[src/rtl/execute_alu_unit.sv]
// execute_alu_unit: execute-stage ALU registering one result per op into EX/MEM under valid/ready.
// Defining EXECUTE_MUL_EN adds an iterative XLEN-step shift-add multiply that stalls decode while busy.
`ifndef ALU_ADD
`define ALU_ADD 3'b000
`endif
`ifndef ALU_SUB
`define ALU_SUB 3'b001
`endif
`ifndef ALU_AND
`define ALU_AND 3'b010
`endif
`ifndef ALU_OR
`define ALU_OR 3'b011
`endif
`ifndef ALU_XOR
`define ALU_XOR 3'b100
`endif
module execute_alu_unit #(
  parameter int XLEN       = 32,
  parameter int REG_ADDR_W = 5
) (
  input  logic                  clk,
  input  logic                  rst_n,
  input  logic                  ID_VALID,
  output logic                  EX_READY,
  input  logic [2:0]            ALU_CONTROL,
  input  logic                  IS_MUL,
  input  logic [XLEN-1:0]       SRC_A,
  input  logic [XLEN-1:0]       SRC_B,
  input  logic [REG_ADDR_W-1:0] RD_IN,
  input  logic                  REG_WRITE_IN,
  input  logic                  FLUSH,
  input  logic                  MEM_READY,
  output logic                  EX_VALID,
  output logic [XLEN-1:0]       ALU_RESULT,
  output logic                  ZERO,
  output logic [REG_ADDR_W-1:0] RD_OUT,
  output logic                  REG_WRITE_OUT,
  output logic                  BUSY
);
  logic                  ex_valid, ex_valid_d, zero, zero_d, rw, rw_d, accept;
  logic [XLEN-1:0]       result, result_d, alu_out;
  logic [REG_ADDR_W-1:0] rd, rd_d;
  assign alu_out = ALU_CONTROL == `ALU_SUB ? SRC_A - SRC_B :
                   ALU_CONTROL == `ALU_AND ? SRC_A & SRC_B :
                   ALU_CONTROL == `ALU_OR  ? SRC_A | SRC_B :
                   ALU_CONTROL == `ALU_XOR ? SRC_A ^ SRC_B : SRC_A + SRC_B;
  assign accept        = ID_VALID && EX_READY && !FLUSH;
  assign EX_VALID      = ex_valid;
  assign ALU_RESULT    = result;
  assign ZERO          = zero;
  assign RD_OUT        = rd;
  assign REG_WRITE_OUT = rw;
`ifdef EXECUTE_MUL_EN
  localparam int CW = $clog2(XLEN);
  localparam logic [CW-1:0] LAST = CW'(XLEN - 1);
  typedef enum logic {IDLE, MUL_RUN} state_t;
  state_t                state, state_d;
  logic [CW-1:0]         cnt, cnt_d;
  logic [2*XLEN-1:0]     prod, prod_d, prod_step;
  logic [XLEN-1:0]       mcand, mcand_d;
  logic [XLEN:0]         hi_sum;
  logic [REG_ADDR_W-1:0] mul_rd, mul_rd_d;
  logic                  mul_rw, mul_rw_d;
  assign EX_READY  = state == IDLE && (!ex_valid || MEM_READY);
  assign BUSY      = state == MUL_RUN;
  // Multiplier sits in the low half and shifts out as partial sums enter the high half.
  assign hi_sum    = {1'b0, prod[2*XLEN-1:XLEN]} + (prod[0] ? {1'b0, mcand} : '0);
  assign prod_step = {hi_sum, prod[XLEN-1:1]};
`else
  logic unused_is_mul;
  assign unused_is_mul = IS_MUL;
  assign EX_READY      = !ex_valid || MEM_READY;
  assign BUSY          = 1'b0;
`endif
  always_comb begin
    ex_valid_d = ex_valid && !MEM_READY;
    result_d   = result;
    zero_d     = zero;
    rd_d       = rd;
    rw_d       = rw;
`ifdef EXECUTE_MUL_EN
    state_d    = state;
    cnt_d      = cnt;
    prod_d     = prod;
    mcand_d    = mcand;
    mul_rd_d   = mul_rd;
    mul_rw_d   = mul_rw;
`endif
    if (FLUSH) begin
      ex_valid_d = 1'b0;
`ifdef EXECUTE_MUL_EN
      state_d    = IDLE;
      cnt_d      = '0;
`endif
    end
`ifdef EXECUTE_MUL_EN
    else if (state == MUL_RUN) begin
      if (cnt != LAST) begin
        prod_d = prod_step;
        cnt_d  = cnt + 1'b1;
      end else if (!ex_valid || MEM_READY) begin
        ex_valid_d = 1'b1;
        result_d   = prod_step[XLEN-1:0];
        zero_d     = prod_step[XLEN-1:0] == '0;
        rd_d       = mul_rd;
        rw_d       = mul_rw;
        state_d    = IDLE;
        cnt_d      = '0;
      end
    end else if (accept && IS_MUL) begin
      state_d  = MUL_RUN;
      cnt_d    = '0;
      prod_d   = {{XLEN{1'b0}}, SRC_B};
      mcand_d  = SRC_A;
      mul_rd_d = RD_IN;
      mul_rw_d = REG_WRITE_IN;
    end
`endif
    else if (accept) begin
      ex_valid_d = 1'b1;
      result_d   = alu_out;
      zero_d     = alu_out == '0;
      rd_d       = RD_IN;
      rw_d       = REG_WRITE_IN;
    end
  end
  always_ff @(posedge clk) begin
    if (!rst_n) begin
      ex_valid <= 1'b0;
      result   <= '0;
      zero     <= 1'b0;
      rd       <= '0;
      rw       <= 1'b0;
    end else begin
      ex_valid <= ex_valid_d;
      result   <= result_d;
      zero     <= zero_d;
      rd       <= rd_d;
      rw       <= rw_d;
    end
  end
`ifdef EXECUTE_MUL_EN
  always_ff @(posedge clk) begin
    if (!rst_n) begin
      state  <= IDLE;
      cnt    <= '0;
      prod   <= '0;
      mcand  <= '0;
      mul_rd <= '0;
      mul_rw <= 1'b0;
    end else begin
      state  <= state_d;
      cnt    <= cnt_d;
      prod   <= prod_d;
      mcand  <= mcand_d;
      mul_rd <= mul_rd_d;
      mul_rw <= mul_rw_d;
    end
  end
`endif
endmodule

[config.mk]
export PLATFORM = sky130hd
export DESIGN_NAME = execute_alu_unit
export DESIGN_NICKNAME = d
export VERILOG_FILES = /design/src/rtl/execute_alu_unit.sv
export SDC_FILE = /design/constraint.sdc
export NUM_CORES = 1
export LEC_CHECK = 0
export ABC_CLOCK_PERIOD_IN_PS = 4340
export CAP_MARGIN = 20
export CORE_MARGIN = 1.5
export CORE_UTILIZATION = 56
export CTS_CLUSTER_DIAMETER = 80
export DETAILED_ROUTE_END_ITERATION = 6
export MAX_ROUTING_LAYER = met4
export PLACE_DENSITY = 0.81
export SYNTH_ARGS = -nofsm -noshare
export SYNTH_HDL_FRONTEND = slang
export SYNTH_SLANG_ARGS = --single-unit
export TNS_END_PERCENT = 30
[constraint.sdc]
create_clock -name clk -period 4.34 [get_ports clk]
set_input_delay 0.868 -clock clk [delete_from_list [all_inputs] [get_ports clk]]
set_output_delay 0.868 -clock clk [all_outputs]
set_load 0.005 [all_outputs]
==> impl_metrics.xml <==
<?xml version="1.0" encoding="UTF-8"?>
<metrics>
  <group name="setup_path">
    <metric name="critical_path.startpoint_type" unit="">primary input</metric>
    <metric name="worst-r2r-setup-slack" unit="ns">1.24</metric>
    <metric name="required" unit="ns">4.55</metric>
    <metric name="critical_path_arrival" unit="ns">4.69</metric>
    <metric name="worst_path_max_delay_cell" unit="">clkdlybuf4s50_1</metric>
    <metric name="slowest_delay" unit="ns">0.50</metric>
    <metric name="timing_worst_setup_path_type" unit="">primary input to register</metric>
    <metric name="worst-r2r-cell-count" unit="">12</metric>
    <metric name="worst_reg2reg_path_startpoint" unit="">EX_VALID$_SDFF_PP0_</metric>
    <metric name="critical_path_peak_fanout" unit="">9</metric>
    <metric name="timing.rr.end" unit="">ZERO$_SDFFE_PN0P_</metric>
    <metric name="critPathCaptureType" unit="">register</metric>
    <metric name="worstPathCellList" unit="">clkdlybuf4s50_1 -&gt; inv_1 -&gt; ha_4 -&gt; buf_4 -&gt; inv_1 -&gt; a21oi_1 -&gt; o221ai_1 -&gt; a21oi_1 -&gt; a32oi_4 -&gt; a2111oi_4 -&gt; o21bai_1 -&gt; a21oi_2 -&gt; nor4bb_4 -&gt; nand4b_1 -&gt; o21ai_1</metric>
  </group>
  <group name="sta">
    <metric name="maxSlewViolCount" unit="">0</metric>
    <metric name="tightestPinTransition" unit="ns">0.7808</metric>
    <metric name="layout_min_cycle_time" unit="ns">4.476</metric>
    <metric name="hold_slack" unit="ns">0.4599</metric>
    <metric name="setup_slack" unit="ns">-0.1363</metric>
    <metric name="layout_worst_path_cycle_share" unit="%">103.1</metric>
    <metric name="max_clock_freq" unit="GHz">0.2234</metric>
    <metric name="finClkSkew" unit="ns">0.003414</metric>
    <metric name="hold_viol_final" unit="">0</metric>
    <metric name="final-setup-viol-count" unit="">3</metric>
    <metric name="maxSlewHeadroom" unit="%">47.29</metric>
  </group>
  <group name="layout">
    <metric name="fillers" unit="">709</metric>
    <metric name="post_route_cells_drive_above_1_share" unit="%">23.46</metric>
    <metric name="insertedDiodeCount" unit="">0</metric>
    <metric name="fin_util" unit="%">85.55</metric>
    <metric name="syn2layout_area_growth" unit="%">46.83</metric>
    <metric name="layout_commonest_cell" unit="">buf_4</metric>
    <metric name="most_frequent_cells_in_the_layout" unit="">205 x buf_4, 125 x nand2_1, 103 x clkdlybuf4s50_1, 91 x a21oi_1, 88 x inv_1</metric>
    <metric name="final_nets" unit="">1496</metric>
  </group>
  <group name="routing">
    <metric name="detail_route.first_pass.iterations" unit="">7</metric>
    <metric name="via_count" unit="">9961</metric>
    <metric name="detail_route.wl_per_cell" unit="um">22.16</metric>
    <metric name="detail_route.iter0.violations" unit="">1609</metric>
    <metric name="remaining_drc_errors" unit="">11</metric>
    <metric name="via_per_inst" unit="">6.708</metric>
    <metric name="ant_nets" unit="">0</metric>
    <metric name="finalWirelength" unit="um">32910</metric>
  </group>
  <group name="clock_tree">
    <metric name="tritoncts" unit="">done</metric>
    <metric name="htree_num_levels" unit="">2</metric>
    <metric name="cts-root-to-sink-buffers" unit="">2</metric>
    <metric name="cts-root-buf" unit="">clkbuf_16</metric>
    <metric name="cts.clk_slew.worst_paths" unit="ns">0.06</metric>
    <metric name="latest_clock_arrival_within_the_worst_skew_pair" unit="ns">0.29</metric>
    <metric name="cts-buffers-inserted" unit="">5</metric>
    <metric name="tritoncts_num_sinks" unit="">40</metric>
    <metric name="cts_hold_buf" unit="">0</metric>
  </group>
  <group name="logic_synthesis">
    <metric name="synth.area.top_cells" unit="">ha_1 17%, dfxtp_1 11%, a21oi_1 7.0%, nand2_1 6.6%, inv_1 5.2%</metric>
    <metric name="synth_enable_flop_cells" unit="">0</metric>
    <metric name="mean_post_synth_cell_area" unit="sq um">6.770</metric>
    <metric name="netlist_area_before_placement" unit="sq um">7116</metric>
    <metric name="postSynth.topFlopCell" unit="">dfxtp_1</metric>
    <metric name="synth_area_leader_cell" unit="">ha_1</metric>
    <metric name="synth_largest_type_area_fraction" unit="%">17.41</metric>
    <metric name="synthesized_instance_count" unit="">1051</metric>
    <metric name="async_set_or_reset_flop_fraction_in_the_synthesized_netlist" unit="%">0</metric>
    <metric name="postSynthRegisterBits" unit="">40</metric>
    <metric name="synth.net_count" unit="">1231</metric>
    <metric name="count_of_yosys_warnings_during_synthesis" unit="">0</metric>
    <metric name="synth_sequential_area_ratio" unit="%">11.25</metric>
    <metric name="synth.distinct_cells" unit="">90</metric>
  </group>
  <group name="die">
    <metric name="die_h" unit="um">115.7</metric>
    <metric name="num_io_pins" unit="">121</metric>
    <metric name="initial_core_util" unit="%">58.27</metric>
    <metric name="placement_rows" unit="">40</metric>
    <metric name="die-area" unit="sq um">13390</metric>
    <metric name="die_w" unit="um">115.7</metric>
    <metric name="core-area" unit="sq um">12210</metric>
  </group>
  <group name="status">
    <metric name="violations_in_the_final_reports" unit="">design-rule violations, negative setup slack</metric>
    <metric name="result_of_the_run" unit="">complete, but fails checks</metric>
  </group>
  <group name="placement">
    <metric name="routabilityCongestion" unit="">1.048</metric>
    <metric name="hpwlAfterDp" unit="um">22340</metric>
    <metric name="io_buffers" unit="">118</metric>
  </group>
  <group name="power_and_ir_drop">
    <metric name="ir_drop" unit="mV">0.1447</metric>
    <metric name="power.static_leakage" unit="nW">4.817</metric>
    <metric name="cell_area_power_density" unit="nW/um^2">217.5</metric>
  </group>
  <group name="hold_path">
    <metric name="hold_path_class" unit="">register to register</metric>
    <metric name="worst_hold_path.num_cells" unit="">2</metric>
    <metric name="min_delay_worst_endpoint" unit="">ALU_RESULT[28]$_SDFFE_PN0P_</metric>
    <metric name="hold_start" unit="">ALU_RESULT[28]$_SDFFE_PN0P_</metric>
  </group>
  <group name="global_routing">
    <metric name="groute.usage.overall" unit="%">43.22</metric>
    <metric name="grt_max_degree" unit="">43</metric>
    <metric name="grt_antenna_before_repair" unit="">0</metric>
    <metric name="grt_pass1_wl" unit="um">44630</metric>
    <metric name="grt.overflow.total" unit="">0</metric>
    <metric name="vias_in_the_first_global_route" unit="">9082</metric>
  </group>
  <group name="job">
    <metric name="drv.max_cap_violation_count" unit="">0</metric>
  </group>
</metrics>
## metal layers
metal  routed length, um  vias up  global-route usage, %
li1                    -     4268                      -
met1               11220     4458                  49.08
met2               15010      917                  73.49
met3                3678      318                  5.387
met4                3004        0                  24.63
met5                   0        -                      -
## stage by stage
step / cell area [sq um] / std cells / setup TNS [ns] / total power, mW / setup WS [ns]
finish: 10450 / 1485 / -0.1950 / 2.272 / -0.1363
global route: 10450 / 1485 / -0.4932 / 2.350 / -0.1998
CTS: 9966 / 1476 / 0 / 2.085 / 0.004339
detailed placement: 9702 / 1468 / -2.006 / 1.619 / -0.4637
global placement: 9702 / 1468 / -1.385 / 1.588 / -0.3339
floorplan: 7116 / 1051 / 0 / 1.045 / 0.4950
## area by class of cell
class                      instances  area, sq um  area share, %
inverter                         102        382.9          3.665
multi-input combinational        843         6132          58.69
timing repair buffer             324         2739          26.22
clock inverter                     1        30.03         0.2874
sequential                        40        800.8          7.665
tap                              168        210.2          2.012
clock buffer                       7        152.6          1.461
## flip-flops by register name, indices dropped and copies added (netlist names)
register and cells:
RD_OUT 5, ALU_RESULT 32, ZERO 1, REG_WRITE_OUT 1, EX_VALID 1
## logic make-up (layout without fill, tap and decap cells)
family | Yosys count | count (layout) | share of synthesized area (%)
adder cells (fa/ha/maj) | 102 | 102 | 18.11
AO/OA/AOI/OAI | 381 | 381 | 36.24
multiplexers | 5 | 5 | 0.8968
flip-flops | 40 | 40 | 11.25
XOR/XNOR | 15 | 15 | 1.846
AND/OR/NAND/NOR | 339 | 339 | 22.16
other | 1 | 1 | 0.05270
buffers and inverters | 168 | 434 | 9.443
## cells in the mapped netlist, drive strengths merged (12+ instances only)
cell      n
a211oi   12
o21ai    74
ha       99
a21boi   31
inv     101
nand2   126
nand3    21
nor2     92
dfxtp    40
o211a    12
a22oi    13
clkbuf   39
nor3     21
nor2b    13
a21o     24
buf      27
a21oi   100
xnor2    14
a31oi    13
## how the worst max path moves through the flow
stage / start / end / slack [ns]
final: SRC_B[13] / ZERO$_SDFFE_PN0P_ / -0.14
after global routing: SRC_B[9] / ZERO$_SDFFE_PN0P_ / -0.20
after CTS: SRC_A[0] / ZERO$_SDFFE_PN0P_ / 0.004
after detailed placement: SRC_B[11] / ZERO$_SDFFE_PN0P_ / -0.46
after global placement: SRC_B[10] / ZERO$_SDFFE_PN0P_ / -0.33
after floorplan: SRC_A[0] / ZERO$_SDFFE_PN0P_ / 0.49
## report_power, final
part           internal, mW  total, mW  leakage (nW)  switching, mW
clock network         0.303      0.454        0.0901          0.152
logic                 0.638       1.41          4.40          0.771
registers             0.392      0.409         0.327         0.0169
total                  1.33       2.27          4.82          0.940
## what timing repair did
| action | 4_1_cts | 5_1_grt |
|---|---|---|
| pin swaps | 5 | 47 |
| endpoints found under the setup margin | 4 | 8 |
| gates resized for setup | 18 | 100 |
| setup buffers | 0 | 9 |
## worst max-delay path, delay by kind of cell
kind | cells | cell delay (ns)
simple gates | 2 | 0.49
compound gates | 8 | 2.16
fa+ha+maj | 1 | 0.28
buf+inv | 4 | 0.88
Note: power is estimated with default switching activity, not from simulation.
